## src/rtl/axi_err_slv.sv

```systemverilog
// AXI4 default/error responder: accepts every AW/W/AR, discards write data and
// answers each transaction with RespCode on B and R, preserving IDs and burst lengths.

module axi_err_slv_fifo #(
   parameter int unsigned Width = 4,
   parameter int unsigned Depth = 4
) (
   input  logic             clk_i,
   input  logic             rst_i,
   input  logic             push_i,
   input  logic [Width-1:0] data_i,
   input  logic             pop_i,
   output logic             full_o,
   output logic             empty_o,
   output logic [Width-1:0] head_o
);
   localparam int unsigned PtrW = $clog2(Depth) + 1;

   logic [PtrW-1:0]  wr_q, wr_d, rd_q, rd_d;
   logic [Width-1:0] mem_q [Depth];
   logic             push_ok, pop_ok;

   // Extra pointer MSB distinguishes full from empty when the index bits match.
   assign full_o  = (wr_q[PtrW-1] != rd_q[PtrW-1]) && (wr_q[PtrW-2:0] == rd_q[PtrW-2:0]);
   assign empty_o = (wr_q == rd_q);
   assign head_o  = empty_o ? '0 : mem_q[rd_q[PtrW-2:0]];
   assign push_ok = push_i && !full_o;
   assign pop_ok  = pop_i && !empty_o;

   always_comb begin
      wr_d = wr_q;
      rd_d = rd_q;
      if (push_ok) wr_d = wr_q + PtrW'(1);
      if (pop_ok)  rd_d = rd_q + PtrW'(1);
   end

   always_ff @(posedge clk_i or posedge rst_i) begin
      if (rst_i) begin
         wr_q <= '0;
         rd_q <= '0;
      end else begin
         wr_q <= wr_d;
         rd_q <= rd_d;
      end
   end

   always_ff @(posedge clk_i) begin
      if (push_ok) mem_q[wr_q[PtrW-2:0]] <= data_i;
   end
endmodule

module axi_err_slv #(
   parameter int unsigned IdWidth   = 4,
   parameter int unsigned DataWidth = 32,
   parameter logic [1:0]  RespCode  = 2'b11,
   parameter logic [31:0] RespData  = 32'hBADC_AB1E,
   parameter int unsigned MaxTrans  = 4
) (
   input  logic                 clk_i,
   input  logic                 rst_i,
   input  logic                 aw_valid_i,
   output logic                 aw_ready_o,
   input  logic [IdWidth-1:0]   aw_id_i,
   input  logic [7:0]           aw_len_i,
   input  logic                 w_valid_i,
   output logic                 w_ready_o,
   input  logic                 w_last_i,
   output logic                 b_valid_o,
   input  logic                 b_ready_i,
   output logic [IdWidth-1:0]   b_id_o,
   output logic [1:0]           b_resp_o,
   input  logic                 ar_valid_i,
   output logic                 ar_ready_o,
   input  logic [IdWidth-1:0]   ar_id_i,
   input  logic [7:0]           ar_len_i,
   output logic                 r_valid_o,
   input  logic                 r_ready_i,
   output logic [IdWidth-1:0]   r_id_o,
   output logic [DataWidth-1:0] r_data_o,
   output logic [1:0]           r_resp_o,
   output logic                 r_last_o
);
   localparam logic [DataWidth-1:0] RData = DataWidth'(RespData);

   typedef enum logic {R_IDLE, R_BURST} r_state_e;

   logic               aw_full, aw_empty, b_full, b_empty;
   logic               w_last_hs;
   logic [IdWidth-1:0] aw_head;
   logic               unused_aw_len;

   // Write bursts are delimited by w_last_i alone, so the AW length is never needed.
   assign unused_aw_len = ^aw_len_i;

   assign aw_ready_o = !aw_full;
   assign w_ready_o  = !aw_empty && !b_full;
   assign w_last_hs  = w_valid_i && w_ready_o && w_last_i;
   assign b_valid_o  = !b_empty;
   assign b_resp_o   = RespCode;

   axi_err_slv_fifo #(.Width(IdWidth), .Depth(MaxTrans)) u_aw_fifo (
      .clk_i   (clk_i),
      .rst_i   (rst_i),
      .push_i  (aw_valid_i),
      .data_i  (aw_id_i),
      .pop_i   (w_last_hs),
      .full_o  (aw_full),
      .empty_o (aw_empty),
      .head_o  (aw_head)
   );

   axi_err_slv_fifo #(.Width(IdWidth), .Depth(MaxTrans)) u_b_fifo (
      .clk_i   (clk_i),
      .rst_i   (rst_i),
      .push_i  (w_last_hs),
      .data_i  (aw_head),
      .pop_i   (b_ready_i),
      .full_o  (b_full),
      .empty_o (b_empty),
      .head_o  (b_id_o)
   );

   r_state_e           state_q, state_d;
   logic [7:0]         cnt_q, cnt_d;
   logic [IdWidth-1:0] id_q, id_d;

   always_comb begin
      state_d    = state_q;
      cnt_d      = cnt_q;
      id_d       = id_q;
      ar_ready_o = 1'b0;
      r_valid_o  = 1'b0;
      unique case (state_q)
         R_IDLE: begin
            ar_ready_o = 1'b1;
            if (ar_valid_i) begin
               id_d    = ar_id_i;
               cnt_d   = ar_len_i;
               state_d = R_BURST;
            end
         end
         R_BURST: begin
            r_valid_o = 1'b1;
            if (r_ready_i) begin
               if (cnt_q == 8'd0) state_d = R_IDLE;
               else               cnt_d   = cnt_q - 8'd1;
            end
         end
         default: state_d = R_IDLE;
      endcase
   end

   assign r_last_o = r_valid_o && (cnt_q == 8'd0);
   assign r_id_o   = id_q;
   assign r_data_o = RData;
   assign r_resp_o = RespCode;

   always_ff @(posedge clk_i or posedge rst_i) begin
      if (rst_i) begin
         state_q <= R_IDLE;
         cnt_q   <= '0;
         id_q    <= '0;
      end else begin
         state_q <= state_d;
         cnt_q   <= cnt_d;
         id_q    <= id_d;
      end
   end
endmodule

```

## config.mk

```make
export PLATFORM = sky130hd
export DESIGN_NAME = axi_err_slv
export DESIGN_NICKNAME = d
export VERILOG_FILES = /design/src/rtl/axi_err_slv.sv
export SDC_FILE = /design/constraint.sdc
export NUM_CORES = 1
export LEC_CHECK = 0
export BUFFER_PORTS_ARGS = -buffer_cell sky130_fd_sc_hd__buf_2
export CAP_MARGIN = 20
export CORE_ASPECT_RATIO = 0.75
export CORE_MARGIN = 5
export CORE_UTILIZATION = 44
export CTS_BUF_LIST = sky130_fd_sc_hd__clkbuf_4 sky130_fd_sc_hd__clkbuf_8
export DETAILED_ROUTE_END_ITERATION = 8
export PLACE_DENSITY = 0.68
export SETUP_SLACK_MARGIN = 0.2
export SLEW_MARGIN = 20
export SYNTH_ARGS = -nofsm -noshare
export SYNTH_HDL_FRONTEND = slang
export SYNTH_HIERARCHICAL = 1
export SYNTH_SLANG_ARGS = --single-unit
```

## constraint.sdc

```tcl
create_clock -name clk_i -period 5.6 [get_ports clk_i]
set_input_delay 0.56 -clock clk_i [delete_from_list [all_inputs] [get_ports clk_i]]
set_output_delay 0.56 -clock clk_i [all_outputs]
set_load 0.01 [all_outputs]
```

==> summary.md, run 1 <==
| Metric | Value |
|---|---|
| Max-cap viol count | 0 |
| Port Buf Inserts | 37 |
| Syn_area_per_cell | between 10 and 15 sq um |
| Worst-margin pin slew | 0.674 ns |
| Largest net degree at the start of global routing | 17 |
| Vias | around 2,000 |
| Die Wd | 109 microns |
| Pre-CTS setup slack | 3.09 ns |
| Static Leakage | 1.54 nW |
| Synth warn | 6 |
| Final Cycle Share | 44.9% |
| First DRT Iteration DRCs | around 110 |
| Post-CTS Hold Fix Bufs | 0 |
| Ys async rst share | 43.9% |
| P&R area growth vs syn | 10.4% |
| DP HPWL | around 4.3 mm |
| Cells after Synth | 274 |
| Vias per cell | 4.88 |
| Post-Route WL | 5.63 mm |
| Worst setup path category | register to register |
| Maximum buffer depth of the clock tree | 2 |
| Final count of hold timing violations | 0 |
| Final instance area | 3580 sq um |
| Clock Skew | 0.00912 ns |
| EDFF count, synth | 32 |
| Area of the core | around 7300 sq um |
| Final setup margin | 3.09 ns |
| Root buffer cell | clkbuf_8 |
| Setup violators final | 0 |
| DRT antenna net count | 0 |
| Pwr dens | 557 nW/um^2 |
| Worst skew pair latency | 0.33 ns |
| Clock slew at reported path FFs | 0.06 ns |
| Top_reg_cell synth | edfxtp_1 |
| Peak supply drop | ~220 uV |
| Yosys reg bits | 57 |
| Unrepaired setup endpoints after global routing | no |
| Setup TNS Final | 0 ns |
| Synthesized area | around 3200 sq um |
| Final Max Slew Viols | 0 |
| Starting density of the core | 44.6% |
| HP Class | input port to asynchronous set/reset pin |
| Setup repair bufs after CTS | 0 |
| Crit Path Max Fanout | 11 |
| Worst EP arrival | 2.50 ns |
| DRC | 0 |
| Most frequent cells in the layout | buf_2, conb_1, edfxtp_1, dfrtp_1, nand2_1 |
| WP data required | 5.58 ns |
| # resized after CTS | 0 |
| Startpoint types | register |
| First-pass GRT wire length | 9.43 mm |
| Initial antenna violation count | 0 |
| Status | finished, final reports clean |
| Diodes inserted | 0 |
| Max Freq | 398 MHz |
| Post-synthesis sequential area ratio | 49.0% |
| Worst Setup End Kind | register |
| DRT Pass-1 Iters | 7 |
| Nets | 356 |
| TritonCTS clock tree | built |
| Die area | 9200 sq um |
| Hold Worst Slack | about 0.17 ns |
| Area after DPL | 3360 sq um |
| Min cycle time layout | 2.51 ns |
| Wire length per cell | 13.5 microns |
| Vias in the first global route | ~1,900 |
| Yosys cell types | 46 |
| H-tree levels | 3 |
| GPL Wtd Cong | 0.834 |
| IO Count | 82 |
| DIE HEIGHT | about 84 microns |
| Clock sink total | 57 |
| Worst slew margin relative to its limit | 54.8% |
| Commonest non-fill, non-tap cell in the layout | buf_2 |
| Tot GR Track Use | 13.4% |
| Cts bufs inserted | 9 |
| Number of filler cells placed in the layout | 657 |
| Congestion Overflow GR | 0 |
| Share of cells above drive strength 1 | 23.3% |
| Num rows | 27 |
-- worst paths after layout --
check,startpoint,to,slack (ns),depth (start not counted)
setup / recovery,u_aw_fifo/rd_q[1],u_b_fifo/mem_q[3][0],3.09,6
max in group asynchronous,rst_i,r_id_o[3],4.97,2
setup reg to reg,u_aw_fifo/rd_q[1],u_b_fifo/mem_q[3][0],3.09,6
hold / removal,rst_i,u_aw_fifo/wr_q[1],0.17,2
min in group clk_i,ar_id_i[2],r_id_o[2],0.42,3
hold reg to reg,r_id_o[3],r_id_o[3],0.48,2
-- cell type report --
class | count | area (sq um) | share of cell area [%]
Clock buffer | 12 | 153 | 4.27
Tap cell | 101 | 126 | 3.53
Sequential cell | 57 | 1590 | 44.4
Timing Repair Buffer | 37 | 185 | 5.18
Clock inverter | 4 | 67.6 | 1.89
Multi-Input combinational cell | 189 | 1390 | 38.9
Inverter | 18 | 67.6 | 1.89
-- metal layers --
layer  up-vias  GRT usage [%]  share of wire, %
met3         9           5.07               6.3
met2        55           19.3                46
met5         -              0                 0
met1       985           18.4                47
li1        991              -                 -
met4         0           4.47               1.3
-- flip-flops by register name (all words and copies together), names as in the netlist --
| name | cells |
|---|---|
| u_aw_fifo/mem_q | 16 |
| u_b_fifo/wr_q | 3 |
| u_aw_fifo/rd_q | 3 |
| u_b_fifo/mem_q | 16 |
| r_id_o | 4 |
| state_q | 1 |
| cnt_q | 8 |
| u_aw_fifo/wr_q | 3 |
| u_b_fifo/rd_q | 3 |
-- worst max-delay path, stage by stage (launching register included) --
cell and delay, ns:
dfrtp_1 0.58, xor2_1 0.39, nor3_2 0.14, nor2_1 0.15, and3_1 0.42, nand2_1 0.12, a31oi_2 0.36
-- synthesized netlist by cell type, types with 4 or more instances --
master    number  area share [%]
nand2_1       21             2.4
edfxtp_1      32              30
buf_4         38             8.8
a211oi_1       4            0.93
xnor2_1       12             3.2
nor2_1         6            0.69
a21oi_1       10             1.5
dfrtp_1       25              19
o31ai_1        8             1.9
and3_1         7             1.4
nor2b_1       11             2.1
xor2_1         4             1.1
nand2b_1       5            0.97
nand3_1        6            0.93
clkbuf_1       4            0.46
xor2_2         4             2.0
ha_1          12             4.6
mux4_2         8             5.6
inv_1         18             2.1
-- where the power goes --
group | switching (mW) | total [mW] | internal (mW)
combinational | 0.453 | 0.814 | 0.361
sequential | 0.151 | 0.758 | 0.607
clock | 0.152 | 0.421 | 0.270
-- logic make-up after synthesis --
family / count (synthesis) / synth area share, %
buffers and inverters: 62 / 12.0
muxes: 10 / 6.22
DFF: 57 / 49.0
adders and majority gates: 12 / 4.63
xor gates and xnor gates: 20 / 6.33
and+or+nand+nor: 67 / 11.3
AOI/OAI and AO/OA: 44 / 10.3
other: 2 / 0.232
-- through the flow --
stage               cells  utilization (%)  power (mW)
finish                418             49.3        1.99
global route          418             49.3        2.16
CTS                   418             49.3        2.02
detailed placement    402             46.2        1.59
global placement      402             46.2        1.57
floorplan             308                -        1.40
No activity file was read; power rests on OpenSTA's default activity.
==> run 2: changes to the inputs <==
Settings changed: PLACE_DENSITY 0.68 to 0.71.
Clock period 5.6 ns to 2.05 ns, I/O delays scaled along.
==> run 2 against run 1 <==
Final cell count up 9.8%; clock-buffer cell count unchanged; global-route usage up 1.6 points; sequential share of layout area down 5.0 points; power rose to 3.2 times the previous value; clock power up 120%; largest cell class unchanged; largest power group unchanged.
==> summary.md, run 2 (synthesis gave the netlist of run 1 again) <==
| Metric | Value |
|---|---|
| Status | finished, final reports clean |
| Clock sink total | 57 |
| Worst skew pair latency | 0.33 ns |
| First-pass GRT wire length | 10.5 mm |
| FF+latch area | 1590 sq um |
| GPL Wtd Cong | around 0.8 |
| Root buffer cell | clkbuf_8 |
| Final count of hold timing violations | 0 |
| Tot GR Track Use | roughly 15% |
| Startpoint types | register |
| Initial antenna violation count | 0 |
| First DRT Iteration DRCs | between 70 and 80 |
| Maximum buffer depth of the clock tree | 2 |
| Crit path capture | b_id_o[1] |
| Total power | roughly 6.3 mW |
| Max Freq | 529 MHz |
| Die area | between 9000 and 10,000 sq um |
| Start of the worst register-to-register path | cnt_q[1] |
| R2R Setup Slk | 0.26 ns |
| Die Wd | 109 microns |
| Unrepaired setup endpoints after global routing | yes |
| Crit Path Max Fanout | 6 |
| Number of filler cells placed in the layout | between 500 and 600 |
| Vias in the first global route | roughly 2,100 |
| IO Count | 82 |
| Final Max Slew Viols | 0 |
| Vias per cell | 4.82 |
| CP startpoint | u_b_fifo/rd_q[0] |
| Max-cap viol count | 0 |
| Setup violators final | 0 |
| R2R Path End | cnt_q[3] |
| Pre-CTS setup slack | 0.158 ns |
| WP data required | 1.85 ns |
| Static Leakage | 1.77 nW |
| DRT Pass-1 Iters | 4 |
| DP HPWL | 4.68 mm |
| Wire length per cell | 14.5 microns |
| Largest net degree at the start of global routing | 16 |
| FF-to-FF path depth | 7 |
| Worst setup path category | register to primary output |
| Most frequent cells in the layout | conb_1, buf_2, buf_4, edfxtp_1, dfrtp_1 |
| Layout Utilization | around 55% |
| Final setup margin | between 0.15 and 0.2 ns |
| TritonCTS clock tree | built |
| M1 WL | 2.89 mm |
| Worst-margin pin slew | ~0.54 ns |
| P&R area growth vs syn | 24.4% |
| Diodes inserted | 0 |
| Congestion Overflow GR | 0 |
| Vias | 2,214 |
| Cts bufs inserted | 9 |
| DIE HEIGHT | between 80 and 90 microns |
| Post-Route WL | 6.67 mm |
| Final std cells w/o fill | approximately 460 |
| Min cycle time layout | 1.89 ns |
| Peak supply drop | roughly 740 uV |
| Nets | 397 |
| Clock Skew | 0.00402 ns |
| Area of the multi-input gates | ~1600 sq um |
| Top Layer Used | met4 |
| Clock slew at reported path FFs | 0.06 ns |
| Met2 wire length | 3.31 mm |
| Hold Worst Slack | 0.0634 ns |
| Starting density of the core | 44.6% |
| DRT antenna net count | 0 |
| H-tree levels | 3 |
| Worst slew margin relative to its limit | between 60% and 70% |
| HP Class | input port to register |
| Worst Setup End Kind | primary output |
| Area of the core | about 7300 sq um |
| Share of cells above drive strength 1 | 36.6% |
| Area after DPL | about 3500 sq um |
| DRC | 0 |
| Final Cycle Share | between 90 and 100% |
| Num rows | 27 |
| Worst EP arrival | 1.69 ns |
| Final instance area | 4030 sq um |
| Placed insts | 416 |
| Pwr dens | 1570 nW/um^2 |
| Setup TNS Final | 0 ns |
| Met3 WL | 333 microns |
| Port Buf Inserts | 37 |
==> run 2: per-layer routing <==
| layer | global-route usage [%] | vias up |
|---|---|---|
| li1 | - | 1063 |
| met1 | 19.4 | 1084 |
| met2 | 23.6 | 58 |
| met3 | 4.69 | 9 |
| met4 | 5.50 | 0 |
| met5 | 0 | - |
==> run 2: worst max-delay path, stage by stage (launching register included) <==
cell	delay (ns)
dfrtp_1	0.41
buf_6	0.17
mux4_2	0.50
nor2b_1	0.14
buf_2	0.14
==> run 2: where the power goes <==
group	total (mW)	internal [mW]	leakage, nW	switching, mW
clock network	0.910	0.489	0.0967	0.420
logic	3.48	1.69	1.08	1.79
registers	1.93	1.66	0.596	0.266
total	6.32	3.84	1.77	2.48
==> run 2: worst min-delay path by stage <==
stage | slack, ns | cells past startpoint | from | endpoint
after floorplan | -0.004 | 1 | rst_i | u_aw_fifo/rd_q[0]
after global placement | 0.17 | 2 | rst_i | u_aw_fifo/rd_q[0]
after global routing | 0.06 | 3 | ar_id_i[2] | r_id_o[2]
after detailed placement | 0.17 | 2 | rst_i | u_b_fifo/wr_q[1]
after CTS | 0.05 | 3 | ar_id_i[0] | r_id_o[0]
final | 0.06 | 3 | ar_id_i[0] | r_id_o[0]
==> run 2: cell type report <==
type	count	area share (%)
sequential	57	39.4
multi-input combinational	190	38.8
clock inverter	4	0.497
timing repair buffer	77	12.7
inverter	18	1.68
tap	101	3.14
clock buffer	12	3.79
==> run 2: repair_timing <==
item / in CTS / in global routing
pin swaps: 6 / 10
resized for setup: 14 / 12
setup endpoints to repair: 14 / 17
cloned: 1 / 0
hold endpoints to repair: 25 / 0
hold buffers: 1 / 0
buffers inserted: 13 / 12
